--- src/rtl/wb_burst_master_pkg.sv ---
// Shared types and constants for the Wishbone burst master and its write FIFO.
package wb_burst_master_pkg;

    localparam int DW_DEF   = 32;
    localparam int AW_DEF   = 26;
    localparam int MAXB_DEF = 16;
    localparam int TMO_DEF  = 255;

    localparam logic [2:0] CTI_CLASSIC = 3'b000;
    localparam logic [2:0] CTI_INCR    = 3'b010;
    localparam logic [2:0] CTI_EOB     = 3'b111;

    typedef enum logic [1:0] {
        IDLE      = 2'd0,
        WAIT_DATA = 2'd1,
        BURST     = 2'd2,
        FINISH    = 2'd3
    } state_t;

    // Cycle type for beat index `beat` of a burst of len+1 beats.
    function automatic logic [2:0] beat_cti(input logic [3:0] beat, input logic [3:0] len);
        logic [2:0] cti;
        if (len == 4'd0) begin
            cti = CTI_CLASSIC;
        end else if (beat == len) begin
            cti = CTI_EOB;
        end else begin
            cti = CTI_INCR;
        end
        return cti;
    endfunction

endpackage

--- src/rtl/wb_burst_master_wr_fifo.sv ---
// Synchronous write-data FIFO; exposes head and the word behind it so the
// master can register the next beat's data on the same edge as the pop.
module wb_wr_fifo
    import wb_burst_master_pkg::*;
#(
    parameter int DW    = DW_DEF,
    parameter int DEPTH = MAXB_DEF
) (
    input  logic                       clk,
    input  logic                       rst_n,
    input  logic                       push,
    input  logic [DW-1:0]              wdata,
    input  logic                       pop,
    input  logic                       flush,
    output logic [DW-1:0]              head,
    output logic [DW-1:0]              head_next,
    output logic                       full,
    output logic [$clog2(DEPTH+1)-1:0] count
);
    // DEPTH is a power of two so the pointers wrap naturally.
    localparam int PW = $clog2(DEPTH);
    localparam int CW = $clog2(DEPTH + 1);

    logic [DW-1:0] mem_r [DEPTH];
    logic [PW-1:0] wr_ptr_r;
    logic [PW-1:0] rd_ptr_r;
    logic [CW-1:0] count_r;
    logic          push_ok_s;
    logic          pop_ok_s;

    assign full      = (count_r == CW'(DEPTH));
    assign count     = count_r;
    assign push_ok_s = push && !full;
    assign pop_ok_s  = pop && (count_r != {CW{1'b0}});
    assign head      = mem_r[rd_ptr_r];
    assign head_next = mem_r[rd_ptr_r + PW'(1'b1)];

    // Storage array; entries are only meaningful while counted.
    always_ff @(posedge clk) begin
        if (push_ok_s) begin
            mem_r[wr_ptr_r] <= wdata;
        end
    end

    // Pointers and occupancy; flush discards everything.
    always_ff @(posedge clk or negedge rst_n) begin
        if (!rst_n) begin
            wr_ptr_r <= {PW{1'b0}};
            rd_ptr_r <= {PW{1'b0}};
            count_r  <= {CW{1'b0}};
        end else if (flush) begin
            wr_ptr_r <= {PW{1'b0}};
            rd_ptr_r <= {PW{1'b0}};
            count_r  <= {CW{1'b0}};
        end else begin
            if (push_ok_s) begin
                wr_ptr_r <= wr_ptr_r + PW'(1'b1);
            end
            if (pop_ok_s) begin
                rd_ptr_r <= rd_ptr_r + PW'(1'b1);
            end
            case ({push_ok_s, pop_ok_s})
                2'b10:   count_r <= count_r + CW'(1'b1);
                2'b01:   count_r <= count_r - CW'(1'b1);
                default: count_r <= count_r;
            endcase
        end
    end

endmodule

--- src/rtl/wb_burst_master.sv ---
// Wishbone incrementing-burst master: takes one command at a time, runs up to
// 16 beats, buffers write data in a FIFO and aborts on ack timeout.
module wb_burst_master
    import wb_burst_master_pkg::*;
#(
    parameter int DW   = DW_DEF,
    parameter int AW   = AW_DEF,
    parameter int MAXB = MAXB_DEF,
    parameter int TMO  = TMO_DEF
) (
    input  logic            wb_clk_i,
    input  logic            wb_rst_i,
    input  logic            sdr_init_done,
    input  logic            cmd_valid,
    output logic            cmd_ready,
    input  logic            cmd_we,
    input  logic [AW-1:0]   cmd_addr,
    input  logic [3:0]      cmd_len,
    input  logic [DW/8-1:0] cmd_sel,
    input  logic            wdat_valid,
    output logic            wdat_ready,
    input  logic [DW-1:0]   wdat,
    output logic            rdat_valid,
    output logic [DW-1:0]   rdat,
    output logic            done,
    output logic            err,
    output logic            wb_cyc_o,
    output logic            wb_stb_o,
    output logic            wb_we_o,
    output logic [AW-1:0]   wb_addr_o,
    output logic [DW-1:0]   wb_dat_o,
    output logic [DW/8-1:0] wb_sel_o,
    output logic [2:0]      wb_cti_o,
    input  logic            wb_ack_i,
    input  logic [DW-1:0]   wb_dat_i
);
    localparam int TW = $clog2(TMO + 1);
    localparam int CW = $clog2(MAXB + 1);
    localparam int SW = DW / 8;

    state_t          state_r, state_s;
    logic [3:0]      len_r, len_s, beat_r, beat_s;
    logic            we_r, we_s;
    logic [SW-1:0]   sel_r, sel_s;
    logic [AW-3:0]   base_r, base_s;
    logic [TW-1:0]   tmo_r, tmo_s;
    logic            cyc_r, cyc_s, wb_we_r, wb_we_s;
    logic [AW-1:0]   wb_addr_r, wb_addr_s;
    logic [DW-1:0]   wb_dat_r, wb_dat_s, rdat_r, rdat_s;
    logic [SW-1:0]   wb_sel_r, wb_sel_s;
    logic [2:0]      wb_cti_r, wb_cti_s;
    logic            rdat_valid_r, rdat_valid_s, done_r, done_s, err_r, err_s;
    logic            cmd_ready_r, cmd_ready_s;
    logic            pop_s, flush_s, fifo_full_s;
    logic [DW-1:0]   fifo_head_s, fifo_head_next_s;
    logic [CW-1:0]   fifo_count_s;
    logic            unused_addr_s;

    assign unused_addr_s = ^cmd_addr[1:0];

    wb_wr_fifo #(.DW(DW), .DEPTH(MAXB)) u_wr_fifo (
        .clk       (wb_clk_i),
        .rst_n     (wb_rst_i),
        .push      (wdat_valid),
        .wdata     (wdat),
        .pop       (pop_s),
        .flush     (flush_s),
        .head      (fifo_head_s),
        .head_next (fifo_head_next_s),
        .full      (fifo_full_s),
        .count     (fifo_count_s)
    );

    assign wdat_ready = !fifo_full_s;
    assign cmd_ready  = cmd_ready_r;
    assign wb_cyc_o   = cyc_r;
    assign wb_stb_o   = cyc_r;
    assign wb_we_o    = wb_we_r;
    assign wb_addr_o  = wb_addr_r;
    assign wb_dat_o   = wb_dat_r;
    assign wb_sel_o   = wb_sel_r;
    assign wb_cti_o   = wb_cti_r;
    assign rdat       = rdat_r;
    assign rdat_valid = rdat_valid_r;
    assign done       = done_r;
    assign err        = err_r;

    // Next-state and next values of every registered output.
    always_comb begin
        state_s      = state_r;
        len_s        = len_r;
        we_s         = we_r;
        sel_s        = sel_r;
        base_s       = base_r;
        beat_s       = beat_r;
        tmo_s        = tmo_r;
        cyc_s        = cyc_r;
        wb_we_s      = wb_we_r;
        wb_addr_s    = wb_addr_r;
        wb_dat_s     = wb_dat_r;
        wb_sel_s     = wb_sel_r;
        wb_cti_s     = wb_cti_r;
        rdat_s       = rdat_r;
        rdat_valid_s = 1'b0;
        done_s       = 1'b0;
        err_s        = 1'b0;
        pop_s        = 1'b0;
        flush_s      = 1'b0;
        case (state_r)
            IDLE: begin
                if (cmd_valid && cmd_ready_r) begin
                    len_s  = cmd_len;
                    we_s   = cmd_we;
                    sel_s  = cmd_sel;
                    base_s = cmd_addr[AW-1:2];
                    if (!cmd_we || (fifo_count_s >= (CW'(cmd_len) + CW'(1'b1)))) begin
                        state_s = BURST;
                    end else begin
                        state_s = WAIT_DATA;
                    end
                end else begin
                    state_s = IDLE;
                end
            end
            WAIT_DATA: begin
                if (fifo_count_s >= (CW'(len_r) + CW'(1'b1))) begin
                    state_s = BURST;
                end else begin
                    state_s = WAIT_DATA;
                end
            end
            BURST: begin
                if (!cyc_r) begin
                    cyc_s     = 1'b1;
                    beat_s    = 4'd0;
                    tmo_s     = {TW{1'b0}};
                    wb_we_s   = we_r;
                    wb_sel_s  = sel_r;
                    wb_addr_s = {base_r, 2'b00};
                    wb_dat_s  = fifo_head_s;
                    wb_cti_s  = beat_cti(4'd0, len_r);
                end else if (wb_ack_i) begin
                    tmo_s = {TW{1'b0}};
                    if (we_r) begin
                        pop_s = 1'b1;
                    end else begin
                        rdat_s       = wb_dat_i;
                        rdat_valid_s = 1'b1;
                    end
                    if (beat_r == len_r) begin
                        cyc_s   = 1'b0;
                        done_s  = 1'b1;
                        state_s = FINISH;
                    end else begin
                        beat_s    = beat_r + 4'd1;
                        wb_addr_s = wb_addr_r + AW'(3'd4);
                        wb_dat_s  = fifo_head_next_s;
                        wb_cti_s  = beat_cti(beat_r + 4'd1, len_r);
                    end
                end else if (tmo_r == TW'(TMO)) begin
                    // Abort: leftover write data belongs to the dead burst.
                    cyc_s   = 1'b0;
                    flush_s = 1'b1;
                    err_s   = 1'b1;
                    tmo_s   = {TW{1'b0}};
                    state_s = IDLE;
                end else begin
                    tmo_s = tmo_r + TW'(1'b1);
                end
            end
            FINISH: begin
                state_s = IDLE;
            end
            default: begin
                state_s = IDLE;
                cyc_s   = 1'b0;
            end
        endcase
        cmd_ready_s = (state_s == IDLE) && sdr_init_done;
    end

    // FSM state and registered outputs.
    always_ff @(posedge wb_clk_i or negedge wb_rst_i) begin
        if (!wb_rst_i) begin
            state_r      <= IDLE;
            len_r        <= 4'd0;
            we_r         <= 1'b0;
            sel_r        <= {SW{1'b0}};
            base_r       <= {(AW-2){1'b0}};
            beat_r       <= 4'd0;
            tmo_r        <= {TW{1'b0}};
            cyc_r        <= 1'b0;
            wb_we_r      <= 1'b0;
            wb_addr_r    <= {AW{1'b0}};
            wb_dat_r     <= {DW{1'b0}};
            wb_sel_r     <= {SW{1'b0}};
            wb_cti_r     <= CTI_CLASSIC;
            rdat_r       <= {DW{1'b0}};
            rdat_valid_r <= 1'b0;
            done_r       <= 1'b0;
            err_r        <= 1'b0;
            cmd_ready_r  <= 1'b0;
        end else begin
            state_r      <= state_s;
            len_r        <= len_s;
            we_r         <= we_s;
            sel_r        <= sel_s;
            base_r       <= base_s;
            beat_r       <= beat_s;
            tmo_r        <= tmo_s;
            cyc_r        <= cyc_s;
            wb_we_r      <= wb_we_s;
            wb_addr_r    <= wb_addr_s;
            wb_dat_r     <= wb_dat_s;
            wb_sel_r     <= wb_sel_s;
            wb_cti_r     <= wb_cti_s;
            rdat_r       <= rdat_s;
            rdat_valid_r <= rdat_valid_s;
            done_r       <= done_s;
            err_r        <= err_s;
            cmd_ready_r  <= cmd_ready_s;
        end
    end

endmodule

--- config.mk ---
export PLATFORM = sky130hd
export DESIGN_NAME = wb_burst_master
export DESIGN_NICKNAME = d
export VERILOG_FILES = /design/src/rtl/wb_burst_master_pkg.sv /design/src/rtl/wb_burst_master_wr_fifo.sv /design/src/rtl/wb_burst_master.sv
export SDC_FILE = /design/constraint.sdc
export NUM_CORES = 1
export LEC_CHECK = 0
export CORE_MARGIN = 2
export CORE_UTILIZATION = 45
export DETAILED_ROUTE_END_ITERATION = 8
export PLACE_DENSITY_LB_ADDON = 0.12
export SLEW_MARGIN = 10
export SYNTH_ARGS = -nofsm -noshare
export SYNTH_HDL_FRONTEND = slang
export SYNTH_HIERARCHICAL = 1
export SYNTH_SLANG_ARGS = --single-unit
--- constraint.sdc ---
create_clock -name wb_clk_i -period 6.66 [get_ports wb_clk_i]
set_clock_uncertainty 0.05 [all_clocks]
set_input_delay 0.999 -clock wb_clk_i [delete_from_list [all_inputs] [get_ports wb_clk_i]]
set_output_delay 0.999 -clock wb_clk_i [all_outputs]
set_load 0.01 [all_outputs]
==> results of run 1 <==
[registers in the layout (all words and copies together) (netlist names), 2 cells and up]
register and flops:
len_r 4, wb_addr_o 24, u_wr_fifo/mem_r 512, wb_cti_o 2, wb_dat_o 32, u_wr_fifo/count 5
tmo_r 8, wb_sel_o 4, u_wr_fifo/wr_ptr_r 4, beat_r 4, base_r 24, state_r 2
sel_r 4, u_wr_fifo/rd_ptr_r 4, rdat 32
[power breakdown]
part           internal [mW]  switching, mW
Sequential              5.31          0.636
Clock                   2.59           1.66
Combinational           3.50           3.24
Total                   11.4           5.54
[final timing paths]
path | to
worst max-delay path | wb_dat_o[14]
worst min-delay path | wb_sel_o[1]
worst max register to register | wb_dat_o[14]
worst min register to register | wb_sel_o[1]
max in group asynchronous | wb_cyc_o
min in group asynchronous | base_r[9]
[final cells by class]
type	instances	area, µm²	area share
Sequential cell	672	19400	0.525
Multi-Input combinational cell	1074	11400	0.308
Timing Repair Buffer	245	2390	0.0648
Clock buffer	110	2140	0.0580
Tap cell	931	1160	0.0315
Clock inverter	26	399	0.0108
Inverter	20	75.1	0.00203
[routing by layer]
layer,vias to the layer above,track usage
met5,-,0
met2,629,0.383
met3,136,0.0432
met1,9710,0.305
met4,6,0.0649
li1,8049,-
[worst min-delay path, delay by kind of cell (launching register included)]
kind             cells  cell delay, ns
flip-flops           1            0.33
AND/OR/NAND/NOR      2            0.10
[synthesized netlist by cell type (24+ instances only)]
library cell | n | area (µm²)
dfrtp_1 | 160 | 4000
nor2_1 | 87 | 327
a22oi_1 | 34 | 255
buf_2 | 47 | 235
a221oi_1 | 32 | 280
mux4_2 | 224 | 5040
edfxtp_1 | 512 | 15400
a21oi_1 | 85 | 425
nor3_1 | 24 | 120
mux2_2 | 95 | 1070
mux2i_1 | 137 | 1370
clkbuf_1 | 57 | 214
o21ai_0 | 82 | 410
nand2_1 | 92 | 345
[per-stage QoR]
stage / total power [mW] / utilization / cell area [µm²] / setup WS (ns)
after detailed placement: 12.9 / 0.501 / 34400 / 2.12
after floorplan: 10.7 / - / 31300 / 2.10
final: 16.9 / 0.538 / 36900 / 2.35
after global routing: 17.8 / 0.538 / 36900 / 2.12
after global placement: 12.7 / 0.501 / 34400 / 2.18
after CTS: 17.1 / 0.538 / 36900 / 2.32
[cell usage in the layout (no fill, tap or decap), types with 13 or more instances in the layout]
cell type | Yosys | final
edfxtp_1 | 512 | 512
mux4_2 | 224 | 224
clkdlybuf4s50_1 | 0 | 204
dfrtp_1 | 160 | 155
mux2i_1 | 137 | 137
mux2_2 | 95 | 95
nand2_1 | 92 | 92
a21oi_1 | 85 | 85
o21ai_0 | 82 | 82
clkbuf_16 | 0 | 78
nor2_1 | 87 | 74
buf_4 | 17 | 37
a22oi_1 | 34 | 34
a221oi_1 | 32 | 32
clkbuf_1 | 57 | 25
ha_1 | 23 | 22
inv_1 | 20 | 20
nor3_1 | 24 | 19
nand3_1 | 15 | 15
o22ai_1 | 14 | 14
nor2_4 | 0 | 13
[logic make-up (layout without fill, tap and decap cells)]
group / count (synthesis) / in the layout / share of synthesized area
flip-flops: 672 / 672 / 0.620
multiplexers: 457 / 457 / 0.240
AO/OA/AOI/OAI: 300 / 300 / 0.0621
AND/OR/NAND/NOR: 266 / 266 / 0.0385
buffers and inverters: 150 / 401 / 0.0226
XOR/XNOR: 26 / 26 / 0.00800
adder cells (fa/ha/maj): 23 / 23 / 0.00920
other: 1 / 2 / 0.000120
==> impl_metrics.toml, run 1 <==
[route]
detail_route.drc_violations = 0
routed-wl-met2_um = 39800
top_layer_used = "met5"
met1Wirelength_um = 33900
vias_per_cell = 6.02
detailedRoute.firstIterationViolations = 1501
firstDrtPassIters = 5
via_count = 18500
routedWlPerCell_um = 26.4
post_route_ant_nets = 0
wl_met3_um = 5370
drt_wl_total_um = 81100

[die]
initial_core_util = 0.455
core.rowCount = 96
die-area_um2 = 71600
placeableCoreArea_um2 = 68700
chipWidth_um = 268
dieHeight_um = 268
top_level_ports = 210

[setup_path]
required_time_of_the_critical_path_ns = 7.06
buffers_plus_inverters_on_the_worst_setup_path = 2
crit_chain = "buf_4, buf_4, mux4_2, mux4_2, mux2i_1, a21oi_1"
worst_setup_path_startpoint = "u_wr_fifo/rd_ptr_r[0]"
cp-start-kind = "flip-flop"
timing.critical_path.to_type = "flip-flop"
crit_fanout = 70
regToRegSetupSlack_ns = 2.35
worstReg2RegStart = "u_wr_fifo/rd_ptr_r[0]"
timing_worst_setup_path_type = "flip-flop to flip-flop"
reg2regPathDepth = 6
timing.critical_path.max_delay_family = "buffers and inverters"
slowest_delay_ns = 0.96
timing.critical_path.arrival_ns = 4.71
cp_slowest_cell = "buf_4"
cp.depth = 6

[global_routing]
global_route.overflow_total = 0
grt_first_pass_wirelength_um = 121000
antenna_found_initial = 4
grt_max_degree = 105
grt.total_usage = 0.228
grt_pass1_vias = 19000

[outcome]
status = "finished clean"

[yosys]
yosysWarningCount = 6
synth_edf_count = 512
seq_area_frac_synth = 0.620
postSynthRegisterBits = 672
postSynth.topFlopCell = "edfxtp_1"
asyncSetResetFlopFracSynth = 0.238
ys_types = 69
post_synth_instance_area_um2 = 31300
post_synth.cell_area_avg_um2 = 16.5
postSynthCellCount = 1895

[timing]
setup-violations-final = 0
min_period_over_period = 0.647
timing.max_slew.rel_slack = 0.144
timing.setup.tns_ns = 0
max_slew.worst_pin.slew_ns = 1.28
finalWorstPathRequiredPeriod_ns = 4.31
final_hold_violation_count = 0
slew_violations = 0
rsz0062_at_grt = "false"
hold_ws_ns = 0.419
fmax_ghz = 0.232

[pwr]
power_leakage_nw = 12.9
max-vdd-ir-drop_mv = 0.333
power_per_cell_area_nw_per_um2 = 459

[clock_tree]
clock_transition_at_path_regs_ns = 0.06
clk_latency_ns = 0.61
count_of_h_tree_levels_built_during_cts = 3
cts_hold_buf = 0
cts_post_setup_buffers_inserted = 0
ctsResizeCount = 0
maximum_root_to_sink_buffer_count = 3
cts_num_sinks = 672
numCtsBuffers = 75
clock-root-buffer = "clkbuf_16"
tritoncts = "done"

[placement]
finalWeightedCongestion = 0.809
port_buffers = 205
post-place-cells = 2942
detailed_place_hpwl_um = 46000

[min_path]
start_point_of_the_worst_min_delay_path = "sel_r[1]"
hold_path_class = "flip-flop to flip-flop"
hold_path_cells = 2

[flow_run]
max-cap-violations = 0

[layout]
drive_gt1_frac = 0.239
post_layout_nonfiller_instances = 3078
insertedDiodeCount = 0
filler_cell_count = 5544
final_nets = 2216
syn_to_final_growth_pct = 18.1
No activity file was read; power rests on OpenSTA's default activity.
==> inputs of run 2 (changes only) <==
==> constraint.sdc (replaced) <==
create_clock -name wb_clk_i -period 4.11 [get_ports wb_clk_i]
set_clock_uncertainty 0.05 [all_clocks]
set_input_delay 0.6165 -clock wb_clk_i [delete_from_list [all_inputs] [get_ports wb_clk_i]]
set_output_delay 0.6165 -clock wb_clk_i [all_outputs]
set_load 0.01 [all_outputs]
==> run 2 against run 1 <==
- cell area rose by 0.74%
- combinational power rose by 68%
- power rose by 61%
- hold slack got worse by 0.41 ns
- largest cell class unchanged
==> impl_metrics.toml, run 2 (synthesis results as in run 1) <==
[outcome]
status = "finished clean"

[min_path]
hold_path_class = "primary input to async pin"

[layout]
drive_gt1_frac = 0.247
largest_register_ffs = 512
final_nets = 2239
final_common_cell = "edfxtp_1"
syn_to_final_growth_pct = 19.0
final_area_um2 = 37200
most-common-layout-cells = "512 x edfxtp_1, 224 x mux4_2, 204 x clkdlybuf4s50_1"
register_with_the_highest_flop_count = "u_wr_fifo/mem_r"
post_layout_nonfiller_instances = 3101

[clock_tree]
clk_latency_ns = 0.61
cts_hold_buf = 0
clock-root-buffer = "clkbuf_16"
clock_transition_at_path_regs_ns = 0.06
ctsResizeCount = 0
maximum_root_to_sink_buffer_count = 3
numCtsBuffers = 75
count_of_h_tree_levels_built_during_cts = 3
cts_post_setup_buffers_inserted = 0
tritoncts = "done"
cts_num_sinks = 672

[route]
via_count = 18500
detail_route.drc_violations = 0
post_route_ant_nets = 0
detailedRoute.firstIterationViolations = 1469
drt_wl_total_um = 78900
routedWlPerCell_um = 25.4
vias_per_cell = 5.98
firstDrtPassIters = 5

[die]
initial_core_util = 0.455
top_level_ports = 210
placeableCoreArea_um2 = 68700
dieHeight_um = 268
die-area_um2 = 71600
core.rowCount = 96
chipWidth_um = 268

[timing]
final_hold_violation_count = 0
finalWorstPathRequiredPeriod_ns = 3.20
max_slew.worst_pin.slew_ns = 1.13
fmax_ghz = 0.313
slew_violations = 0
timing.max_slew.rel_slack = 0.246
timing.setup.tns_ns = 0
rsz0062_at_grt = "false"
hold_ws_ns = 0.00421
setup-violations-final = 0
min_period_over_period = 0.778

[setup_path]
cp-start-kind = "flip-flop"
crit_fanout = 57
timing.critical_path.to_type = "flip-flop"
reg2regPathDepth = 6
worst_setup_path_startpoint = "u_wr_fifo/rd_ptr_r[0]"
regToRegSetupSlack_ns = 0.91
timing.critical_path.arrival_ns = 3.61
timing_worst_setup_path_type = "flip-flop to flip-flop"
timing.critical_path.max_delay_family = "buffers and inverters"
worstReg2RegStart = "u_wr_fifo/rd_ptr_r[0]"
required_time_of_the_critical_path_ns = 4.53
crit_chain = "buf_4, buf_4, mux4_2, mux4_2, mux2i_1, a21oi_1"
cp_slowest_cell = "buf_4"
buffers_plus_inverters_on_the_worst_setup_path = 2
r2r-end = "wb_dat_o[7]"
slowest_delay_ns = 0.68

[placement]
port_buffers = 205
detailed_place_hpwl_um = 47900
finalWeightedCongestion = 0.816
post-place-cells = 2965
place_area_um2 = 34800

[global_routing]
grt.met1_usage = 0.299
antenna_found_initial = 4
global_route.overflow_total = 0
gr-max-usage-layer = "met2"
groute.layer.met3.usage = 0.0341
grt_first_pass_wirelength_um = 119000
grt_pass1_vias = 19100
grt_max_degree = 156
grt.total_usage = 0.224
grt_util_met2 = 0.386

[pwr]
power_leakage_nw = 13.0
power_per_cell_area_nw_per_um2 = 734
power.total_mw = 27.3
max-vdd-ir-drop_mv = 0.632

[flow_run]
max-cap-violations = 0
-- run 2: cell count changes in the layout (fill, tap and decap cells not counted), moves of 2 or more --
cell / delta
clkbuf_1: -5
nor3_4: +2
clkbuf_8: -5
clkinv_2: +10
clkinv_1: +6
buf_12: +20
bufinv_16: -4
nor3_2: -2
buf_4: +3
-- run 2: final cells by class --
type                            count  area (µm²)
Tap cell                          931        1160
Clock inverter                     34         297
Fill cell                        5574       31500
Antenna cell                        1        2.50
Sequential cell                   672       19400
Inverter                           20        75.1
Timing Repair Buffer              268        2820
Multi-Input combinational cell   1074       11400
Clock buffer                      101        2080
-- run 2: worst max-delay path by stage --
stage,to,depth (start not counted)
finish,wb_dat_o[7],6
global route,wb_dat_o[7],6
CTS,wb_dat_o[7],6
detailed placement,u_wr_fifo/mem_r[11][22],5
global placement,u_wr_fifo/mem_r[11][22],5
floorplan,u_wr_fifo/mem_r[1][0],4
-- run 2: layer usage --
metal  routed length, µm  share of wire  vias up
li1                    -              -     8104
met1               32900           0.42     9728
met2               39800           0.50      575
met3                4560          0.058      128
met4                1620          0.021        6
met5                  36        0.00046        -
-- run 2: metrics by stage --
stage,util,setup slack [ns]
floorplan,-,-0.0265
global placement,0.507,0.909
detailed placement,0.507,0.810
CTS,0.542,0.890
global route,0.542,0.771
finish,0.542,0.913
-- run 2: where the power goes --
| group | leakage, nW | internal, mW | switching (mW) | total (mW) |
|---|---|---|---|---|
| sequential | 6.55 | 8.60 | 0.882 | 9.48 |
| clock | 1.18 | 3.86 | 2.66 | 6.52 |
| combinational | 5.27 | 5.89 | 5.43 | 11.3 |
| total | 13.0 | 18.4 | 8.97 | 27.3 |
==> inputs of run 3 (changes only) <==
==> constraint.sdc (replaced) <==
create_clock -name wb_clk_i -period 2.9 [get_ports wb_clk_i]
set_clock_uncertainty 0.05 [all_clocks]
set_input_delay 0.435 -clock wb_clk_i [delete_from_list [all_inputs] [get_ports wb_clk_i]]
set_output_delay 0.435 -clock wb_clk_i [all_outputs]
set_load 0.01 [all_outputs]
==> run 3 against run 2 <==
- largest cell class unchanged
- highest routed layer unchanged
- flip-flop and latch count unchanged
- critical path type is now flip-flop to output pin
- setup slack worse by 0.85 ns
- first-iteration DRC count up 0.48%
- final cell count up 1.5%
- utilization up 1.2 points
- sequential power up 41%
- routed wire length up 2.9%
- power up 47%
- critical path depth down 2
- count of clock-buffer cells in the layout down 8
- die area unchanged
- cell area up 2.2%
==> impl_metrics.toml, run 3 (synthesis results as in run 1) <==
[timing]
slew_violations = 0
fin_ws_ns = 0.0602
min_period_over_period = 0.979
max_slew.worst_pin.slew_ns = 0.950
timing.max_slew.rel_slack = 0.359
rsz0062_at_grt = "false"
setup-violations-final = 0
hold_ws_ns = 0.310
fmax_ghz = 0.352
finalWorstPathRequiredPeriod_ns = 2.84
final_hold_violation_count = 0

[global_routing]
grt_pass1_vias = 19200
grt_max_degree = 113
antenna_found_initial = 3
grt_first_pass_wirelength_um = 121000
global_route.overflow_total = 0
grt.total_usage = 0.228

[setup_path]
timing.critical_path.arrival_ns = 2.35
timing_worst_setup_path_type = "flip-flop to output pin"
crit_fanout = 9
buffers_plus_inverters_on_the_worst_setup_path = 2
timing.critical_path.to_type = "output pin"
timing.critical_path.max_delay_family = "simple AND/OR/NAND/NOR gates"
crit_chain = "or4_4, nor2_2, inv_1, clkdlybuf4s50_1"
cp_slowest_cell = "or4_4"
required_time_of_the_critical_path_ns = 2.41
cp-start-kind = "flip-flop"
slowest_delay_ns = 0.61

[layout]
drive_gt1_frac = 0.267
final_common_cell = "edfxtp_1"
largest_register_ffs = 512
syn_to_final_growth_pct = 21.6
final_nets = 2280
most-common-layout-cells = "512 x edfxtp_1, 224 x mux4_2, 204 x clkdlybuf4s50_1"
filler_cell_count = 5435
register_with_the_highest_flop_count = "u_wr_fifo/mem_r"

[route]
detail_route.drc_violations = 0
firstDrtPassIters = 5
via_count = 18900
post_route_ant_nets = 0
detailedRoute.firstIterationViolations = 1476
vias_per_cell = 6.01
routedWlPerCell_um = 25.8
drt_wl_total_um = 81100

[pwr]
max-vdd-ir-drop_mv = 0.711
power_leakage_nw = 13.4
power_per_cell_area_nw_per_um2 = 1060

[clock_tree]
clk_latency_ns = 0.61
clock_transition_at_path_regs_ns = 0.05
tritoncts = "done"
cts_num_sinks = 672
count_of_h_tree_levels_built_during_cts = 3
maximum_root_to_sink_buffer_count = 3
clock-root-buffer = "clkbuf_16"
numCtsBuffers = 75

[placement]
detailed_place_hpwl_um = 46700
pre_cts_ws_ns = 0.0781
port_buffers = 205
finalWeightedCongestion = 0.810

[die]
chipWidth_um = 268
die-area_um2 = 71600
dieHeight_um = 268
placeableCoreArea_um2 = 68700
top_level_ports = 210
initial_core_util = 0.455
core.rowCount = 96

[outcome]
status = "finished clean"

[flow_run]
max-cap-violations = 0

[min_path]
hold_path_class = "primary input to flip-flop"
-- run 3: changes by cell type in the layout (fill, tap and decap cells not counted), moves of 3 or more --
cell and change:
buf_4 +16, clkinv_2 -3, clkbuf_8 +3, inv_6 +3, buf_12 +20, bufinv_16 +5
clkinvlp_4 +3, clkbuf_1 -9
-- run 3: metal layers --
metal | vias to the layer above | global-route usage | routed length [µm]
li1 | 8194 | - | -
met1 | 9923 | 0.315 | 34400
met2 | 669 | 0.381 | 39800
met3 | 107 | 0.0348 | 5320
met4 | 4 | 0.0584 | 1540
met5 | - | 0 | 24
-- run 3: cell type report --
cell class                      count  area (µm²)  area share
Sequential cell                   672       19400       0.510
Antenna cell                        1        2.50   0.0000658
Tap cell                          931        1160      0.0306
Clock inverter                     46         534      0.0140
Multi-Input combinational cell   1074       11400       0.300
Inverter                           20        75.1     0.00197
Clock buffer                       93        2040      0.0536
Timing Repair Buffer              309        3420      0.0901
-- run 3: power breakdown --
part	internal (mW)	switching, mW	total (mW)
clock network	5.92	3.94	9.86
registers	12.2	1.21	13.4
logic	9.02	7.94	17.0
-- run 3: path summary, 6_finish.rpt --
check,depth (start not counted),from,slack (ns),to
max,4,u_wr_fifo/count[1],0.06,wdat_ready
min,3,sdr_init_done,0.31,cmd_ready
max reg2reg,6,u_wr_fifo/rd_ptr_r[1],0.09,wb_dat_o[10]
min reg2reg,2,sel_r[3],0.42,wb_sel_o[3]
max in group asynchronous,3,wb_rst_i,1.76,u_wr_fifo/count[1]
min in group asynchronous,2,wb_rst_i,0.33,tmo_r[3]
-- run 3: metrics by stage --
| step | utilization | total power [mW] | setup TNS, ns | std cells | cell area [µm²] |
|---|---|---|---|---|---|
| finish | 0.553 | 40.2 | 0 | 3146 | 38000 |
| global route | 0.553 | 42.3 | 0 | 3146 | 38000 |
| CTS | 0.552 | 40.4 | 0 | 3131 | 37900 |
| detailed placement | 0.514 | 30.4 | 0 | 2991 | 35300 |
| global placement | 0.514 | 30.1 | 0 | 2991 | 35300 |
| floorplan | - | 24.6 | -58.08 | 1896 | 31300 |
-- run 3: worst register-to-register path, cell delays in order (launching register included) --
cell	delay, ns
dfrtp_4	0.51
ha_4	0.40
buf_16	0.26
mux4_2	0.57
mux4_2	0.46
mux2i_1	0.32
a21oi_1	0.12
-- run 3: what timing repair did --
item                                    4_1_cts  5_1_grt
pin swaps                                     0        1
hold buffers                                  1        0
endpoints found under the setup margin        1        5
endpoints found under the hold margin        59        0
setup buffers                                 0       14
gates cloned                                  0        0
gates resized for setup                       3        4
==> patch: new RTL, config.mk and constraints of run 2 <==
The 4 states of `state_t` get a Gray code encoding in 2 bits.
--- a/src/rtl/wb_burst_master_pkg.sv
+++ b/src/rtl/wb_burst_master_pkg.sv
@@ -12,8 +12,8 @@
 
     typedef enum logic [1:0] {
-        IDLE      = 2'd0,
-        WAIT_DATA = 2'd1,
-        BURST     = 2'd2,
-        FINISH    = 2'd3
+        IDLE      = 2'b00,
+        WAIT_DATA = 2'b01,
+        BURST     = 2'b11,
+        FINISH    = 2'b10
     } state_t;
 
Check against the original RTL: no difference found for any inputs over 4 cycles, from zero or initial values and one cycle with wb_rst_i low; so few cycles prove little.
==> patch against run 2 <==
- setup slack got worse by 14 ps
- power fell by 6.0%
- area after synthesis barely moved
- cell area fell by 0.25%
- combinational power fell by 12%
- synthesized cell count rose by 0.16%
- non-clock buffer count rose by 4
- wire length rose by 0.11%
- fmax fell by 0.43%
- sequential power fell by 2%
- sequential cell count did not move
- largest cell class unchanged
- largest power group unchanged
==> patch: results (changes against run 2) <==
DR vias 18430 (was 18540); CTS resizes 0 (unchanged); Met2 Wirelength 38870 um (was 39780 um); outcome finished clean (unchanged); WL met3 4309 um (was 4557 um); total chip power 25.69 mW (was 27.32 mW); Arr. time, crit path 3610 ps (about the same); Met1 Routed Length 33930 um (was 32880 um); Largest delay share family, worst path multiplexers (was buffers and inverters); highest metal used met5 (unchanged); GPL Wtd Cong 0.8192 (was 0.8163); first-pass GRT wire length 119700 um (was 119400 um); Worst-Skew Late Latency 610 ps (about the same); layout cells sized above 1 0.2459 (was 0.2467); DRT iter0 DRCs 1598 (was 1469); Inst Count DP 2972 (was 2965); Final Setup Violations 0 (unchanged); flop-to-flop setup slack 900 ps; Post-synth ARST share 0.2381 (unchanged); WL final 78960 um (was 78870 um); worst r2r src u_wr_fifo/rd_ptr_r[0]$_DFFE_PN0P_ (unchanged); # fillers 5496 (was 5574); PortBufs 205 (unchanged); NetSw 8.150 mW (was 8.968 mW); met1 GRT Util 0.3055 (was 0.2989); slowest CP cell ha_4 (was buf_4); largest net degree at the start of global routing 128 (was 156); Logic pwr share 0.385 (was 0.414); final hold slack 28.43 ps (was 4.208 ps); CTS Buffer Depth 3 (unchanged); Rel. slew slack 0.2029 (was 0.2457); Seq/Total Area, Yosys 0.6200 (was 0.6197); Post CTS Setup Buffer Count 0 (unchanged); Root Buffer clkbuf_16 (unchanged); r2r endpoint wb_dat_o[5]$_DFFE_PN0P_ (was wb_dat_o[7]$_DFFE_PN0P_); Yosys cell types 65 (was 69); Cells after Synth 1898 (was 1895); Crit path largest cell delay 540 ps (was 680 ps); YS warnings 6 (unchanged); Worst Reg2Reg Path Length in Cells 7 (was 6); CP Max Fanout 25 (was 57); GR Util met2 0.3760 (was 0.3857); P_leak 12.92 nW (was 12.99 nW); CTS clk-pin slew, worst paths 60 ps (about the same); final std cells w/o fill 3108 (was 3101); vias in the first global route 19120 (was 19070); gr usage total 0.2248 (was 0.2242); Synth area leaders edfxtp_1, mux4_2, dfrtp_1 (unchanged); CTS buffer count 74 (was 75); initial antenna violation count 4 (unchanged); GR Layer Usage met3 0.03880 (was 0.03411); NumNets Final 2245 (was 2239); Largest register FFs 512 (unchanged); Peak VDD IR 0.4768 mV (was 0.6316 mV); Commonest cells post-synth edfxtp_1, mux4_2, dfrtp_1, nand2_1, mux2i_1 (was edfxtp_1, mux4_2, dfrtp_1, mux2i_1, mux2_2); detailed placement HPWL 47580 um (was 47920 um)
-- patch: worst max path at each step --
stage                                                    to                         startpoint  cells after the start  slack, ps
final                               wb_dat_o[5]$_DFFE_PN0P_  u_wr_fifo/rd_ptr_r[0]$_DFFE_PN0P_                      7        900
after CTS                           wb_dat_o[5]$_DFFE_PN0P_  u_wr_fifo/rd_ptr_r[0]$_DFFE_PN0P_                      7        850
after floorplan             u_wr_fifo/mem_r[1][0]$_DFFE_PP_                         wdat_valid                      4        -30
after detailed placement   u_wr_fifo/mem_r[15][4]$_DFFE_PP_                         wdat_valid                      5        680
after global routing               wb_dat_o[27]$_DFFE_PN0P_  u_wr_fifo/rd_ptr_r[0]$_DFFE_PN0P_                      9        730
after global placement    u_wr_fifo/mem_r[15][13]$_DFFE_PP_                         wdat_valid                      5        750
-- patch: per-stage QoR --
stage | instance area, sq um | setup slack [ps]
2_1_floorplan | 31270 | -26.48
3_3_place_gp | 34730 | 747.2
3_5_place_dp | 34730 | 683.8
4_1_cts | 37110 | 846.1
5_1_grt | 37110 | 734.0
6_report | 37110 | 899.6
-- patch: final cells by class --
| type | instances | area share |
|---|---|---|
| flip-flops and latches | 672 | 0.5225 |
| multi-input cells | 1081 | 0.3056 |
| well taps | 931 | 0.03139 |
| diodes | 1 | 0.00006743 |
| repair buffers | 272 | 0.07467 |
| clock inverters | 21 | 0.006102 |
| inverters | 16 | 0.001618 |
| clock buffers | 114 | 0.05802 |
-- patch: kinds of logic (layout without fill, tap and decap cells) --
family,count (synthesis),count (layout),synth area share
XOR/XNOR,30,30,0.008647
other,1,3,0.0001200
multiplexers,452,452,0.2382
buffers and inverters,146,423,0.02334
flip-flops,672,672,0.6200
AO/OA/AOI/OAI,286,286,0.05841
adder cells (fa/ha/maj),23,23,0.009207
AND/OR/NAND/NOR,288,288,0.04203
